File: src/rtl/result_bcd_pkg.sv
// Shared types and constants for the result-to-BCD converter.
package result_bcd_pkg;

  typedef enum logic [1:0] {
    StIdle,
    StShift,
    StDone
  } state_e;

  localparam int unsigned BCD_DIGIT_W = 4;
  localparam logic [3:0] ADJ_THRESH = 4'd5;
  localparam logic [3:0] ADJ_ADD = 4'd3;

  // True when `digits` decimal digits can hold the largest `width`-bit value.
  function automatic bit digits_fit(int unsigned width, int unsigned digits);
    longint unsigned pow10;
    longint unsigned max_val;
    pow10 = 1;
    max_val = (64'd1 << width) - 64'd1;
    for (int unsigned i = 0; i < digits && pow10 <= max_val; i++) begin
      pow10 = pow10 * 10;
    end
    return pow10 > max_val;
  endfunction

endpackage

File: src/rtl/bcd_digit_adjust.sv
// Double-dabble pre-shift correction for one BCD digit: add 3 when the digit is 5 or more.
module bcd_digit_adjust
  import result_bcd_pkg::*;
(
  input  logic [3:0] digit_i,
  output logic [3:0] digit_o
);

  always_comb begin
    digit_o = digit_i;
    if (digit_i >= ADJ_THRESH) begin
      digit_o = digit_i + ADJ_ADD;
    end
  end

endmodule

File: src/rtl/result_bcd_converter.sv
// Sequential double-dabble converter from engine result to packed BCD, with one pending slot.
// Optional leading-zero blank mask enabled by defining LEADING_ZERO_BLANK_EN.
module result_bcd_converter
  import result_bcd_pkg::*;
#(
  parameter int unsigned WIDTH  = 16,
  parameter int unsigned DIGITS = 5
) (
  input  logic                    clk_i,
  input  logic                    reset_n_i,
  input  logic [WIDTH-1:0]        result_i,
  output logic [4*DIGITS-1:0]     bcd_o,
  output logic                    done_o,
  output logic                    busy_o,
  output logic                    overrun_o,
  output logic [DIGITS-1:0]       blank_o
);

  localparam int unsigned BcdW = BCD_DIGIT_W * DIGITS;
  localparam int unsigned ShW  = BcdW + WIDTH;
  localparam int unsigned CntW = $clog2(WIDTH + 1);

  if (!digits_fit(WIDTH, DIGITS)) begin : g_bad_digits
    $error("result_bcd_converter: DIGITS too small to hold a WIDTH-bit value");
  end

  state_e            state_q;
  logic [ShW-1:0]    shift_q;
  logic [ShW-1:0]    shift_step;
  logic [BcdW-1:0]   adj_bcd;
  logic [BcdW-1:0]   final_bcd;
  logic [CntW-1:0]   cnt_q;
  logic [WIDTH-1:0]  pend_q;
  logic              pend_valid_q;
  logic [BcdW-1:0]   bcd_q;
  logic              done_q;
  logic              overrun_q;
  logic              in_valid;
  logic              last_step;

  // The engine holds its bus at zero except on the cycle a result is ready.
  assign in_valid = |result_i;
  assign last_step = (state_q == StShift) && (cnt_q == CntW'(1));

  for (genvar k = 0; k < DIGITS; k++) begin : g_adj
    bcd_digit_adjust u_adj (
      .digit_i(shift_q[WIDTH + k*BCD_DIGIT_W +: BCD_DIGIT_W]),
      .digit_o(adj_bcd[k*BCD_DIGIT_W +: BCD_DIGIT_W])
    );
  end

  assign shift_step = {adj_bcd, shift_q[WIDTH-1:0]} << 1;
  assign final_bcd  = shift_step[ShW-1 -: BcdW];

  always_ff @(posedge clk_i or negedge reset_n_i) begin
    if (!reset_n_i) begin
      state_q      <= StIdle;
      shift_q      <= '0;
      cnt_q        <= '0;
      pend_q       <= '0;
      pend_valid_q <= 1'b0;
      bcd_q        <= '0;
      done_q       <= 1'b0;
      overrun_q    <= 1'b0;
    end else begin
      done_q <= 1'b0;
      case (state_q)
        StIdle: begin
          if (in_valid) begin
            shift_q <= {BcdW'(0), result_i};
            cnt_q   <= CntW'(WIDTH);
            state_q <= StShift;
          end
        end
        StShift: begin
          shift_q <= shift_step;
          cnt_q   <= cnt_q - 1'b1;
          if (last_step) begin
            bcd_q   <= final_bcd;
            done_q  <= 1'b1;
            state_q <= StDone;
          end
          if (in_valid) begin
            if (!pend_valid_q) begin
              pend_q       <= result_i;
              pend_valid_q <= 1'b1;
            end else begin
              overrun_q <= 1'b1;
            end
          end
        end
        StDone: begin
          if (pend_valid_q) begin
            shift_q <= {BcdW'(0), pend_q};
            cnt_q   <= CntW'(WIDTH);
            state_q <= StShift;
            // The slot frees this edge, so a simultaneous arrival refills it.
            if (in_valid) begin
              pend_q <= result_i;
            end else begin
              pend_valid_q <= 1'b0;
            end
          end else if (in_valid) begin
            shift_q <= {BcdW'(0), result_i};
            cnt_q   <= CntW'(WIDTH);
            state_q <= StShift;
          end else begin
            state_q <= StIdle;
          end
        end
        default: state_q <= StIdle;
      endcase
    end
  end

`ifdef LEADING_ZERO_BLANK_EN
  logic [DIGITS-1:0] blank_d;
  logic [DIGITS-1:0] blank_q;
  logic              blank_seen;

  always_comb begin
    blank_d    = '0;
    blank_seen = 1'b0;
    for (int k = int'(DIGITS) - 1; k >= 1; k--) begin
      blank_seen = blank_seen | (final_bcd[k*BCD_DIGIT_W +: BCD_DIGIT_W] != '0);
      blank_d[k] = !blank_seen;
    end
  end

  always_ff @(posedge clk_i or negedge reset_n_i) begin
    if (!reset_n_i) begin
      blank_q <= '0;
    end else if (last_step) begin
      blank_q <= blank_d;
    end
  end

  assign blank_o = blank_q;
`else
  assign blank_o = '0;
`endif

  assign bcd_o     = bcd_q;
  assign done_o    = done_q;
  assign overrun_o = overrun_q;
  assign busy_o    = (state_q == StShift) || (state_q == StDone);

endmodule

File: config.mk
export PLATFORM = sky130hd
export DESIGN_NAME = result_bcd_converter
export DESIGN_NICKNAME = d
export VERILOG_FILES = /design/src/rtl/result_bcd_pkg.sv /design/src/rtl/bcd_digit_adjust.sv /design/src/rtl/result_bcd_converter.sv
export SDC_FILE = /design/constraint.sdc
export NUM_CORES = 1
export LEC_CHECK = 0
export ABC_AREA = 1
export ABC_CLOCK_PERIOD_IN_PS = 2000
export BUFFER_PORTS_ARGS = -buffer_cell sky130_fd_sc_hd__buf_2
export CAP_MARGIN = 20
export CELL_PAD_IN_SITES_DETAIL_PLACEMENT = 1
export CELL_PAD_IN_SITES_GLOBAL_PLACEMENT = 2
export CORE_MARGIN = 2
export CORE_UTILIZATION = 36
export CTS_BUF_LIST = sky130_fd_sc_hd__clkbuf_4 sky130_fd_sc_hd__clkbuf_8
export DETAILED_ROUTE_END_ITERATION = 8
export GPL_ROUTABILITY_DRIVEN = 0
export GPL_TIMING_DRIVEN = 0
export PLACE_DENSITY = 0.91
export SLEW_MARGIN = 10
export SYNTH_ARGS = -nofsm -noshare
export SYNTH_HDL_FRONTEND = slang
export SYNTH_HIERARCHICAL = 1
export SYNTH_SLANG_ARGS = --single-unit
export TNS_END_PERCENT = 30
File: constraint.sdc
create_clock -name clk_i -period 2 [get_ports clk_i]
set_clock_uncertainty 0.15 [all_clocks]
set_input_delay 0 -clock clk_i [delete_from_list [all_inputs] [get_ports clk_i]]
set_output_delay 0 -clock clk_i [all_outputs]
set_load 0.01 [all_outputs]
After elaboration in Yosys (flattened, before gate mapping)
Index checks and enable logic that the tools add are counted.

Register bits after elaboration: 82. Input port bits: 18. Output and inout port bits: 28. Logic and storage cells: 66.

$add $sub $neg: 6. Magnitude comparators: 5. Equal/unequal tests: 9. Multiplexer cells: 27. Reductions and logical operators: 11.

Operators with widths (count): $pmux 36 s3 (1); $mux 36 (2); $mux 16 (4); $pmux 16 s2 (1); $ge 4x3->1 const B (5); $add 4x2->4 const B (4); $mux 4 (4); $reduce_or 16->1 (1); $pmux 5 s3 (1); $ne 2x2->1 const B (6); $mux 5 (2); $mux 1 (7); $pmux 2 s3 (1); $reduce_and 2->1 (3); $eq 5x1->1 const B (1); $reduce_and 5->1 (1); $sub 5x1->5 const B (1); $mux 2 (2); $add 3x2->3 const B (1); $mux 3 (1); $reduce_and 3->1 (1); $reduce_bool 3->1 (1); $eq 2x1->1 const B (1); $eq 2x2->1 const B (1); 5 further kinds (5).

Depth between registers and ports, before layout
Word-level depth: 4. Gate-level depth with buffers: 12. Depth with buffers taken out: 10.

Modules after synthesis
Netlist, hierarchy kept.

By module, submodules not included: result_bcd_converter (times used 1, cells each 460, area each 3751.1 um^2, seq. area each 2052.0 um^2); bcd_digit_adjust (times used 5, cells each 23, area each 135.1 um^2, seq. area each 0.0 um^2).

Worst setup path before layout
No wires, ideal clock.

Kind: register to register. Start: register state_q[0]. End: register shift_q[10]. Setup time: 0.135 ns. Data arrival time: 1.580 ns. Data required time: 1.715 ns. Slack: 0.135 ns. Stages on the path, launching flop included: 10. Buffers on the path: 1. Period minus slack after synthesis: 1.865 ns. Cell sequence: dfrtp_1 > inv_1 > ha_1 > nand2_1 > clkinv_1 > buf_2 > nand2_1 > o21ai_0 > a21oi_1 > o21ai_0.

Word-level cells in the longest chain between the ends: 2. Elaborated cells between the ends (all ways): 5. Classes of those cells: eq/ne: 2; mux: 1; reduce/logical: 2.

RTL lines: start: declaration (line result_bcd_converter.sv:27) `state_e state_q;`; start signal: assignment (line result_bcd_converter.sv:57) `state_q <= StIdle;`; start signal: assignment (line result_bcd_converter.sv:72) `state_q <= StShift;`; start signal: assignment (line result_bcd_converter.sv:81) `state_q <= StDone;`; $eq 2x2->1 (tied with other cells) (line result_bcd_converter.sv:67) `case (state_q)`; $pmux 36 s3 or $reduce_bool 3->1 (tied branches); end signal: assignment (line result_bcd_converter.sv:70) `shift_q <= {BcdW'(0), result_i};`; end signal: assignment (line result_bcd_converter.sv:76) `shift_q <= shift_step;`; end signal: assignment (line result_bcd_converter.sv:94) `shift_q <= {BcdW'(0), pend_q};`; end: declaration (line result_bcd_converter.sv:28) `logic [ShW-1:0] shift_q;`.

Parallel ways exist; a longest one is shown, timed or not. A chain may end at the register's enable or synchronous reset.

Worst setup path in the final report
Start: register state_q[0]. End: register shift_q[32].

The elaborated chain is that of the path after synthesis.

==> flow_metrics.py <==
metrics = {
    "detailed_routing": {
        "avgRoutedWirePerCell_um": 13.5,
        "drc_errors": 0,
        "dr.pass1.iters": 5,
        "wirelength_mm": 10.8,
        "vias_per_cell": 4.72,
        "vias": 3768,
        "ant_nets": 0,
        "drt-initial-drc-count": 119,
    },
    "worst_setup_path": {
        "cp_slowest_stage_delay_ns": 0.45,
        "cp_slowest_cell": "dfrtp_2",
        "cp_common_cell": "nand2_1",
        "cp-start-kind": "flip-flop",
        "reg2reg_from": "state_q[0]",
        "crit_fanout": 10,
        "path_class": "reg -> reg",
        "worstSetupEndpointType": "flip-flop",
        "path_cells": "inv_4, ha_4, nand2_1, nand2_2, inv_4, nand3_2, nand2_2, buf_6, buf_6, nand2_1, nand2_1",
        "reg2reg_slack_ns": 0.11,
        "crit_required_ns": 2.12,
        "arrival_ns": 2.02,
        "rr_worst_depth": 11,
        "worstReg2RegEnd": "shift_q[32]",
    },
    "clock_network": {
        "htree_levels": 3,
        "cts_buffers": 9,
        "clockBufferDepth": 2,
        "clkSlewWorstSetupHoldPaths_ns": 0.09,
        "cts_root_buf": "clkbuf_8",
        "cts.sinks": 82,
        "cts_tree": "done",
        "clock_latency_ns": 0.38,
    },
    "place": {
        "dpl.hpwl_mm": 7.56,
        "post_dp_cell_area_um2": 4830,
        "pre_cts_ws_ns": -0.210,
        "port_buffers": 40,
    },
    "layout": {
        "post-route-util_pct": 44.9,
        "n_antenna_cell": 0,
        "drive_gt1_share_pct": 20.4,
        "syn_to_final_growth_pct": 22.0,
        "nets": 682,
        "design_area_um2": 5370,
    },
    "die": {
        "num_rows": 40,
        "core_um2": 12000,
        "io_pins": 46,
        "die_area_um2": 13100,
        "initial_core_util_pct": 36.8,
        "fp.dieH_um": 115,
        "die_w_um": 115,
    },
    "yosys": {
        "netlist_area_um2": 4400,
        "ys_warn_count": 6,
        "netlist_instances": 570,
        "synth.avg_cell_area_um2": 7.72,
    },
    "worst_hold_path": {
        "min_path_cells": 4,
        "hp-start": "result_i[1]",
        "hold_end": "pend_q[1]",
        "hp-class": "in -> reg",
    },
    "sta": {
        "min_period_over_period_pct": 94.6,
        "finalSetupViolations": 0,
        "finalWorstSetupSlack_ns": 0.108,
        "hold_viol_final": 0,
        "setup_tns_ns": 0,
        "maxSlewViolCount": 0,
        "final.min_clock_period_ns": 1.89,
        "fmax_mhz": 529,
        "hold_slack_ns": 0.271,
    },
    "global_routing": {
        "track_usage_pct": 18.3,
        "grt_pass1_wl_mm": 18.8,
        "use_met3_pct": 3.44,
        "grt_pass1_vias": 3954,
        "grt.overflow.total": 0,
        "grtUsageMet1_pct": 22.1,
        "grt_max_degree": 54,
        "antenna_found_initial": 0,
        "grt.busiest_layer": "met2",
        "grtUsageMet2_pct": 32.0,
    },
    "power_and_ir_drop": {
        "vdd_drop_max_mv": 0.471,
        "p_leak_uw": 0.00276,
        "p_per_area_nw_per_um2": 1110,
    },
    "flow_run": {
        "drv_cap": 0,
    },
    "outcome": {
        "status": "complete, no violations",
    },
}
==> through the flow <==
| step | instances | power (uW) |
|---|---|---|
| floorplan | 574 | 3660 |
| global placement | 761 | 4210 |
| detailed placement | 762 | 4300 |
| CTS | 796 | 5870 |
| global route | 799 | 6460 |
| finish | 799 | 5960 |
==> placed cells by master, fill, tap and decap left out, drive strengths merged <==
cell / instances
a21oi: 21
a31o: 1
buf: 63
bufinv: 3
clkbuf: 13
clkinv: 3
clkinvlp: 1
conb: 5
dfrtp: 82
dlygate4sd3: 18
ha: 17
inv: 66
nand2: 232
nand3: 15
nand4: 1
nor2: 43
o21ai: 66
o22ai: 1
o31ai: 1
==> timing repair <==
item                                    in CTS  in global routing
hold endpoints to repair                   114                  0
hold buffers                                19                  0
resized for setup                            8                 17
buffers inserted                             0                  4
pin swaps                                    0                  0
endpoints found under the setup margin      36                 77
==> area by class of cell <==
cell class	instances	area [um2]
repair buffers	64	460
flip-flops and latches	82	2050
clock inverters	7	116
well taps	147	184
inverters	66	258
multi-input cells	403	2020
plain buffers	21	156
clock buffers	9	124
fillers	1489	6590
==> worst max-delay path by stage <==
stage          startpoint           to  slack [ns]  depth (start not counted)
2_1_floorplan  state_q[0]  shift_q[10]        0.14                          9
3_3_place_gp   state_q[0]  shift_q[10]       -0.15                          9
3_5_place_dp   state_q[0]   shift_q[8]       -0.21                          9
4_1_cts        state_q[1]  shift_q[15]       -0.01                         10
5_1_grt        state_q[0]  shift_q[32]      -0.006                         11
6_report       state_q[0]  shift_q[32]        0.11                         11
==> report_power, final <==
group	switching (uW)	internal, uW
combinational	1350	847
clock	665	829
sequential	230	2040
total	2250	3720
==> worst max-delay path: cells and delay by family, from the launching register on <==
family / cells / cell delay (ns)
fa+ha+maj: 1 / 0.31
flops: 1 / 0.45
buf+inv: 4 / 0.42
simple gates: 6 / 0.45
==> layer usage <==
metal | up-vias | part of all wire [%]
li1 | 1907 | -
met1 | 1793 | 46
met2 | 48 | 49
met3 | 20 | 2.4
met4 | 0 | 1.8
met5 | - | 0
==> state kept, by name, summed over array words and instances, names as in the netlist <==
register	cells
shift_q	36
bcd_o	20
pend_q	16
cnt_q	5
state_q	2
done_o	1
overrun_o	1
pend_valid_q	1
No activity file was read; power rests on OpenSTA's default activity.
